[config.mk]
export PLATFORM = sky130hd
export DESIGN_NAME = wresp_arb_subo
export DESIGN_NICKNAME = d
export VERILOG_FILES = /design/src/rtl/wresp_arb_subo.sv
export SDC_FILE = /design/constraint.sdc
export NUM_CORES = 1
export LEC_CHECK = 0
export CORE_ASPECT_RATIO = 0.75
export CORE_MARGIN = 3
export CORE_UTILIZATION = 40
export DETAILED_ROUTE_END_ITERATION = 10
export GPL_TIMING_DRIVEN = 0
export PLACE_DENSITY = 0.74
export SYNTH_ARGS = -nofsm -noshare
export SYNTH_HDL_FRONTEND = slang
export SYNTH_SLANG_ARGS = --single-unit
[constraint.sdc]
create_clock -name clk -period 3.2 [get_ports clk]
set_clock_uncertainty 0.1 [all_clocks]
set_input_delay 0.48 -clock clk [delete_from_list [all_inputs] [get_ports clk]]
set_output_delay 0.48 -clock clk [all_outputs]
set_load 0.01 [all_outputs]
[src/rtl/wresp_arb_subo.sv]
// Two-requester write-response arbiter. Accepted IDs are queued in order and
// returned to the manager on the B channel (valid/ready style).
module wresp_arb_subo #(
  parameter int DEPTH = 4
) (
  input  logic       clk,
  input  logic       rst_n,
  input  logic       fin0_valid,
  input  logic [3:0] fin0_id,
  output logic       fin0_ack,
  input  logic       fin1_valid,
  input  logic [3:0] fin1_id,
  output logic       fin1_ack,
  output logic       bvalid,
  input  logic       bready,
  output logic [3:0] bid,
  output logic       bcomp
);
  // Handshakes: a B beat transfers when bvalid & bready are high at a rising
  // edge; a requester is accepted in any cycle its ack is high, and must hold
  // valid/id stable until then.

  localparam int AW = (DEPTH > 1) ? $clog2(DEPTH) : 1;
  localparam logic [AW:0] FULL_CNT = (AW+1)'(DEPTH);

  logic [3:0]    r_mem [DEPTH];
  logic [AW-1:0] r_wptr;
  logic [AW-1:0] r_rptr;
  logic [AW:0]   r_count;
  logic          r_prio;

  logic       w_pop;
  logic       w_push_ok;
  logic       w_grant0;
  logic       w_grant1;
  logic       w_push;
  logic [3:0] w_push_id;

  assign w_pop     = bvalid & bready;
  assign w_push_ok = (r_count != FULL_CNT) | w_pop;

  // Priority only matters when both requesters are valid.
  assign w_grant0 = fin0_valid & (~fin1_valid | ~r_prio);
  assign w_grant1 = fin1_valid & (~fin0_valid |  r_prio);

  assign fin0_ack  = w_grant0 & w_push_ok;
  assign fin1_ack  = w_grant1 & w_push_ok;
  assign w_push    = fin0_ack | fin1_ack;
  assign w_push_id = fin0_ack ? fin0_id : fin1_id;

  assign bvalid = (r_count != '0);
  assign bid    = r_mem[r_rptr];
  assign bcomp  = 1'b1;

  always_ff @(posedge clk or negedge rst_n) begin
    if (!rst_n) begin
      for (int i = 0; i < DEPTH; i++) r_mem[i] <= 4'd0;
      r_wptr  <= '0;
      r_rptr  <= '0;
      r_count <= '0;
      r_prio  <= 1'b0;
    end else begin
      if (w_push) begin
        r_mem[r_wptr] <= w_push_id;
        r_wptr        <= r_wptr + AW'(1);
        r_prio        <= fin0_ack;
      end
      if (w_pop) r_rptr <= r_rptr + AW'(1);
      if (w_push && !w_pop)      r_count <= r_count + (AW+1)'(1);
      else if (w_pop && !w_push) r_count <= r_count - (AW+1)'(1);
    end
  end
endmodule
# Yosys cells after proc, flatten, opt, wreduce, memory -nomap -nowiden
# Index checks and enable logic that the tools add are counted.
# word_totals
register_bits,24
out_inout_bits,8
wordCells,46
# op_classes
n_addsub,4
n_lt_le_gt_ge,3
n_eq_ne,1
muxes,9
bitwise,14
reduce_logical,7
# op_table
operator,count
16-bit bitwise mux,1
4-bit two-way mux,4
4-bit binary-select mux with 2-bit select,1
4-bit demux with 2-bit select,1
"3-bit >= comparator, second input constant",2
3-bit two-way mux,2
2-bit NOT with 3-bit output,2
1-bit bitwise AND,5
"2-bit by 1-bit adder with 2-bit output, second input constant",2
1-bit OR,4
"3-bit by 1-bit adder with 3-bit output, second input constant",1
1-bit logical AND,3
"3-bit by 1-bit less-than comparator with 1-bit output, second input constant",1
"3-bit inequality test, second input constant",1
1-bit NOT,3
3-bit nonzero test,1
"3-bit by 1-bit subtractor with 3-bit output, second input constant",1
1-bit zero test,2
2-bit nonzero test,1

# Depth between registers and ports, before layout
# Gate-level depths: netlist (run 1).
# depth
ltp_word,9
ltp_mapped,9
depth_no_buf,8

# Least setup slack after synthesis (run 1)
# OpenSTA, ideal clock, no wires.
# synth_path
kind,input to register
start,input bready
end,register r_count[1]
setup_ns,0.125
arrival_ns,2.192
t_required_ns,2.975
path_slack_ns,0.783
cell_stages,7
path_buffers,1
path_cell_list,or4b_1 -> buf_6 -> and2_4 -> ha_1 -> inv_1 -> fa_1 -> mux2_2
# synth_via
elab_chain_len,7
# synth_lines
element,line,source
"start, declared",15,"input logic bready,"
1-bit bitwise AND (*),39,assign w_pop = bvalid & bready;
1-bit OR (*),40,assign w_push_ok = (r_count != FULL_CNT) | w_pop;
"1-bit bitwise AND, on equally long branches","46, 47",
1-bit OR (*),48,assign w_push = fin0_ack | fin1_ack;
net w_push,36,logic w_push;
1-bit zero test,70,else if (w_pop && !w_push) r_count <= r_count - (AW+1)'(1);
1-bit logical AND,70,
2-bit nonzero test (no line),-,
"end signal, assigned",69,if (w_push && !w_pop) r_count <= r_count + (AW+1)'(1);
"end signal, assigned",70,
"end, declared",29,logic [AW:0] r_count;
# The timed path passes the listed nets; every way through them passes the cells marked *.
# A chain may end at the register's enable or synchronous reset.

# Worst setup path in the final report (run 1)
# layout_path
start,input bready
end,output fin1_ack
# layout_via
elab_chain_len,3
# layout_lines
element,line,source
1-bit bitwise AND,39,
1-bit OR,40,
1-bit bitwise AND,47,assign fin1_ack = w_grant1 & w_push_ok;
"end, declared",13,"output logic fin1_ack,"
# Every way passes these cells.

==> results of run 1 <==
critical path, cell delays in order:
cell	delay, ns
clkdlybuf4s50_1	0.47
nor4b_2	0.70
a211oi_1	0.14
clkdlybuf4s50_1	0.52
cells in the mapped netlist, types with 2 or more instances:
cell,number
ha_1,5
o21ai_0,3
inv_1,5
xnor2_1,4
o21a_1,4
a21oi_1,16
xor2_1,2
nor2_1,2
buf_6,2
dfrtp_1,24
a31oi_1,16
and2_4,5
o21ai_1,2
nand3_1,3
mux4_2,4
nand3_2,2
how the worst max path moves through the flow:
| stage | endpoint | depth (start not counted) | startpoint | slack, ns |
|---|---|---|---|---|
| 6_report | fin1_ack | 4 | bready | 0.31 |
| 4_1_cts | fin1_ack | 4 | bready | 0.30 |
| 3_3_place_gp | r_count[1]$_DFFE_PN0P_ | 8 | bready | 0.24 |
| 3_5_place_dp | r_count[1]$_DFFE_PN0P_ | 8 | bready | 0.22 |
| 2_1_floorplan | r_count[1]$_DFFE_PN0P_ | 7 | bready | 0.78 |
| 5_1_grt | fin1_ack | 4 | bready | 0.17 |
metrics by stage:
stage | utilization, % | power [uW] | cells | worst slack, ns | area, um^2
global placement | 51.2 | 1360 | 172 | 0.242 | 1560
floorplan | - | 1100 | 115 | 0.783 | 1320
finish | 53.0 | 1580 | 176 | 0.305 | 1610
detailed placement | 51.2 | 1380 | 172 | 0.220 | 1560
global route | 53.0 | 1700 | 176 | 0.169 | 1610
CTS | 53.0 | 1590 | 176 | 0.304 | 1610
per-layer routing:
layer,vias up,track usage (%)
met1,527,25.3
met4,0,2.95
met5,-,0
li1,474,-
met3,2,5.05
met2,64,21.5
final cells by class:
cell class	instances	area (um^2)	share of cell area (%)
Buffer	5	47.5	2.95
Clock buffer	4	55.1	3.42
Inverter	5	18.8	1.16
Multi-Input combinational cell	81	652	40.5
Sequential cell	24	601	37.3
Tap cell	38	47.5	2.95
Timing Repair Buffer	19	190	11.8
logic make-up (layout without fill, tap and decap cells):
kind of cell,after synthesis,after routing,share of synthesized area (%)
buffers and inverters,10,33,5.03
DFF,24,24,45.5
adders and majority gates,6,6,6.26
muxes,5,5,7.69
AOI/OAI and AO/OA,45,45,20.2
other,1,1,0.284
xor gates and xnor gates,6,6,3.98
and+or+nand+nor,18,18,11.0
where the power goes:
part	switching, uW	total, uW	internal, uW
logic	369	799	429
registers	114	575	461
clock network	98.7	209	110
placed cells by master (no fill, tap or decap):
cell / count
o21a_1: 4
buf_4: 1
ha_1: 5
xor2_1: 2
nand2_1: 1
mux4_2: 4
dfrtp_1: 24
or3_1: 1
or4b_1: 1
fa_1: 1
buf_6: 2
and2_4: 5
nand3_4: 1
nor2_1: 2
a211oi_1: 1
a31oi_1: 16
o21ai_0: 3
nand3_2: 2
or2_2: 1
a21boi_1: 1
conb_1: 1
nor4b_2: 1
nand3_1: 3
xnor2_1: 4
o21ai_1: 2
clkbuf_8: 5
inv_1: 5
clkbuf_1: 1
clkdlybuf4s50_1: 19
o22ai_1: 1
a21bo_2: 1
mux2_2: 1
a21oi_1: 16
state kept, by name, summed over array words and instances (netlist names):
signal,count
r_count,3
r_rptr,2
r_mem,16
r_prio,1
r_wptr,2
==> flow_summary.toml, run 1 <==
[setup_path]
endpoint_kind = "output pin"
crit_arrival_ns = 2.31
reg2reg_slack_ns = 0.76
r2r-start = "r_count[0]$_DFFE_PN0P_"
required_ns = 2.62
critPathLaunchType = "input port"
worst-setup-path-type = "in2out"
r2r_cells = 7
regToRegEndpoint = "r_count[1]$_DFFE_PN0P_"
cp_max_fo = 7

[cts]
cts_htree_levels = 1
clkSinkCount = 24
cts_resized = 0
numCtsBuffers = 3
post_cts_buffers = 0
clock_path_buffers = 2
path_clk_slew_ns = 0.09
cts_root_buffer = "clkbuf_8"
cts_tree = "done"
ctsHoldBuffers = 0
insertion_delay_ns = 0.27

[cells_and_area]
area_growth_pct = 22.2
diodes = 0
layout-drive-gt1-share_pct = 17.4
nets = 158
fill_cells = 270

[sta]
setup_viol_count_final = 0
relSlewSlack_pct = 26.2
max_freq_ghz = 0.345
post-route-period-util_pct = 90.5
grt_setup_unrepaired = "no"
fin_setup_tns_ns = 0
slew_violations = 0
layout_min_cycle_time_ns = 2.89
fin_hold_ws_ns = 0.415
worstMarginPinSlew_ns = 1.10
finalHoldViolCount = 0

[worst_hold_path]
hold_class = "reg2reg"
hold_end = "r_count[2]$_DFFE_PN0P_"
hp-start = "r_count[2]$_DFFE_PN0P_"
hold_depth = 1

[routing]
dr.max_layer_used = "met4"
drt-wirelength-per-cell_um = 17.2
wl_met3_um = 298
ant_nets = 0
viasPerCell = 6.06
wl_met2_um = 1280
drc_errors = 0
vias = 1067
dr.pass1.iters = 4
drt-met1-wl_um = 1440
drtIter0Drc = 79
wirelength_um = 3030

[power_and_ir_drop]
powerDensity_nw_per_um2 = 982
power.leakage_uw = 0.000649
ir_drop_mv = 0.467

[synth]
synthCells = 115
synth_cell_types = 32
synthFlopType = "dfrtp_1"
synthArstFlopShare_pct = 100
synth_top_cell_area_share_pct = 45.5
synth_edf_count = 0
yosysWarnings = 0
yosys_register_bits = 24
synth_top_area_cell = "dfrtp_1"
ys_seq_area_share_pct = 45.5
syn_area_um2 = 1320
syn-mean-instance-area_um2 = 11.5
synth_area_leaders = "dfrtp_1 (46%), a31oi_1 (7.6%), mux4_2 (6.8%)"
syn_nets = 134

[die]
ios = 21
die_width_um = 72.3
coreArea_um2 = 3040
die_h_um = 55.7
design.die.area_um2 = 4030
row_count = 17
start_util_pct = 43.4

[global_routing]
grt_pass1_wl_um = 4950
grt_usage_pct = 16.1
antenna_found_initial = 0
grt_pass1_vias = 992
overflow = 0
grt_max_degree = 25

[placement]
dpl.hpwl_um = 2270
portBuffers = 19
place.gp.congestion = 0.777

[status]
status = "complete, no violations"

[flow_run]
cap_viol_max_count = 0
Power figures use the tool's default switching activity.
==> inputs of run 2 (changes only) <==
Settings changed: GPL_TIMING_DRIVEN 0 to unset.
==> flow_summary.toml, run 2 (synthesis results as in run 1) <==
[status]
status = "complete, no violations"

[cells_and_area]
layout_common_cells = "dfrtp_1 (24), clkdlybuf4s50_1 (19), a21oi_1 (16), a31oi_1 (16)"
layout-drive-gt1-share_pct = 16.9
diodes = 0
final_common_cell = "dfrtp_1"
regMostFlops = "r_mem"
area_growth_pct = 20.3
final_design_area_no_fill_um2 = 1590
finalNonFillerCells = 174
top_regs = "r_mem x16, r_count x3"
nets = 156
fill_cells = 276
largest_register_ffs = 16

[routing]
wirelength_um = 2920
ant_nets = 0
viasPerCell = 5.82
vias = 1012
dr.pass1.iters = 4
drt-wirelength-per-cell_um = 16.8
drtIter0Drc = 72
drc_errors = 0

[cts]
clkSinkCount = 24
numCtsBuffers = 3
cts_htree_levels = 1
cts_root_buffer = "clkbuf_8"
path_clk_slew_ns = 0.08
cts_resized = 0
post_cts_buffers = 0
insertion_delay_ns = 0.27
clock_path_buffers = 2
ctsHoldBuffers = 0
cts_tree = "done"

[sta]
setup_viol_count_final = 0
fin_setup_tns_ns = 0
relSlewSlack_pct = 56.1
worstMarginPinSlew_ns = 0.657
post-route-period-util_pct = 84.2
max_freq_ghz = 0.371
finalHoldViolCount = 0
grt_setup_unrepaired = "no"
layout_min_cycle_time_ns = 2.69
setup_ws_ns = 0.506
slew_violations = 0

[global_routing]
grt_pass1_vias = 1042
overflow = 0
grt_usage_pct = 16.4
antenna_found_initial = 0
grt_pass1_wl_um = 5020
grt_max_degree = 26

[placement]
portBuffers = 19
dpl.hpwl_um = 2240
placed_cells = 170
place.gp.congestion = 0.829
dpl_cell_area_um2 = 1530
pre_cts_slack_ns = 0.328

[die]
row_count = 17
ios = 21
start_util_pct = 43.4
design.die.area_um2 = 4030
die_h_um = 55.7
coreArea_um2 = 3040
die_width_um = 72.3

[setup_path]
required_ns = 2.62
crit_arrival_ns = 2.11
path_cells = "clkdlybuf4s50_1 > nor4b_2 > buf_4 > a211oi_1 > clkdlybuf4s50_1"
critPathLaunchType = "input port"
worst-path-buf-inv = 3
reg2reg_slack_ns = 0.87
path_delay_family = "buffers and inverters"
startpoint = "bready"
slowest_stage = "clkdlybuf4s50_1"
r2r-start = "r_count[0]$_DFFE_PN0P_"
endpoint_kind = "output pin"
cp_common_cell = "clkdlybuf4s50_1"
worst-setup-path-type = "in2out"
cp_max_fo = 7
critPathMaxStageDelay_ns = 0.60

[power_and_ir_drop]
ir_drop_mv = 0.380
powerDensity_nw_per_um2 = 990
power.leakage_uw = 0.000639

[flow_run]
cap_viol_max_count = 0

[worst_hold_path]
hp-start = "r_count[2]$_DFFE_PN0P_"
hold_class = "reg2reg"
run 2: cell count changes in the layout (fill, tap and decap cells not counted):
| cell | change |
|---|---|
| clkbuf_8 | -1 |
| clkbuf_1 | -1 |
| buf_6 | -2 |
| buf_4 | +2 |
run 2: metrics by stage:
stage | power [uW] | hold WS [ns] | utilization (%)
2_1_floorplan | 1100 | 0.0844 | -
4_1_cts | 1580 | 0.415 | 52.2
5_1_grt | 1690 | 0.438 | 52.2
6_report | 1570 | 0.402 | 52.2
3_3_place_gp | 1340 | 0.389 | 50.3
3_5_place_dp | 1370 | 0.394 | 50.3
run 2: path summary, 6_finish.rpt:
kind / endpoint / cells after the start
setup / recovery: fin1_ack / 5
hold / removal: r_count[2]$_DFFE_PN0P_ / 1
setup reg to reg: r_count[1]$_DFFE_PN0P_ / 6
hold reg to reg: r_count[2]$_DFFE_PN0P_ / 1
max in group asynchronous: r_mem[6]$_DFFE_PN0P_ / 2
min in group asynchronous: r_rptr[0]$_DFFE_PN0P_ / 2
run 2: power breakdown:
| part | internal [uW] | switching (uW) | total, uW | leakage [uW] |
|---|---|---|---|---|
| sequential | 461 | 135 | 596 | 0.000271 |
| clock | 110 | 96.0 | 206 | 0.0000288 |
| combinational | 419 | 350 | 770 | 0.000338 |
run 2: worst reg2reg max path, stage by stage, from the launching register on:
cell,delay [ns]
dfrtp_1,0.46
or4b_1,0.55
and2_4,0.17
ha_1,0.20
inv_1,0.08
fa_1,0.41
mux2_2,0.27
run 2: layout make-up:
cell class / count / area, um^2 / share of cell area, %
Clock buffer: 4 / 55.1 / 3.47
Sequential cell: 24 / 601 / 37.9
Inverter: 5 / 18.8 / 1.18
Timing Repair Buffer: 22 / 213 / 13.4
Multi-Input combinational cell: 81 / 652 / 41.1
Tap cell: 38 / 47.5 / 3.00
run 2: per-layer routing:
layer / global-route usage [%] / routed length, um / part of all wire, % / up-vias
met5: 0 / 0 / 0 / -
met1: 24.0 / 1370 / 47 / 485
met4: 6.97 / 42 / 1.4 / 0
met2: 22.4 / 1240 / 42 / 55
met3: 4.51 / 268 / 9.2 / 4
li1: - / - / - / 468
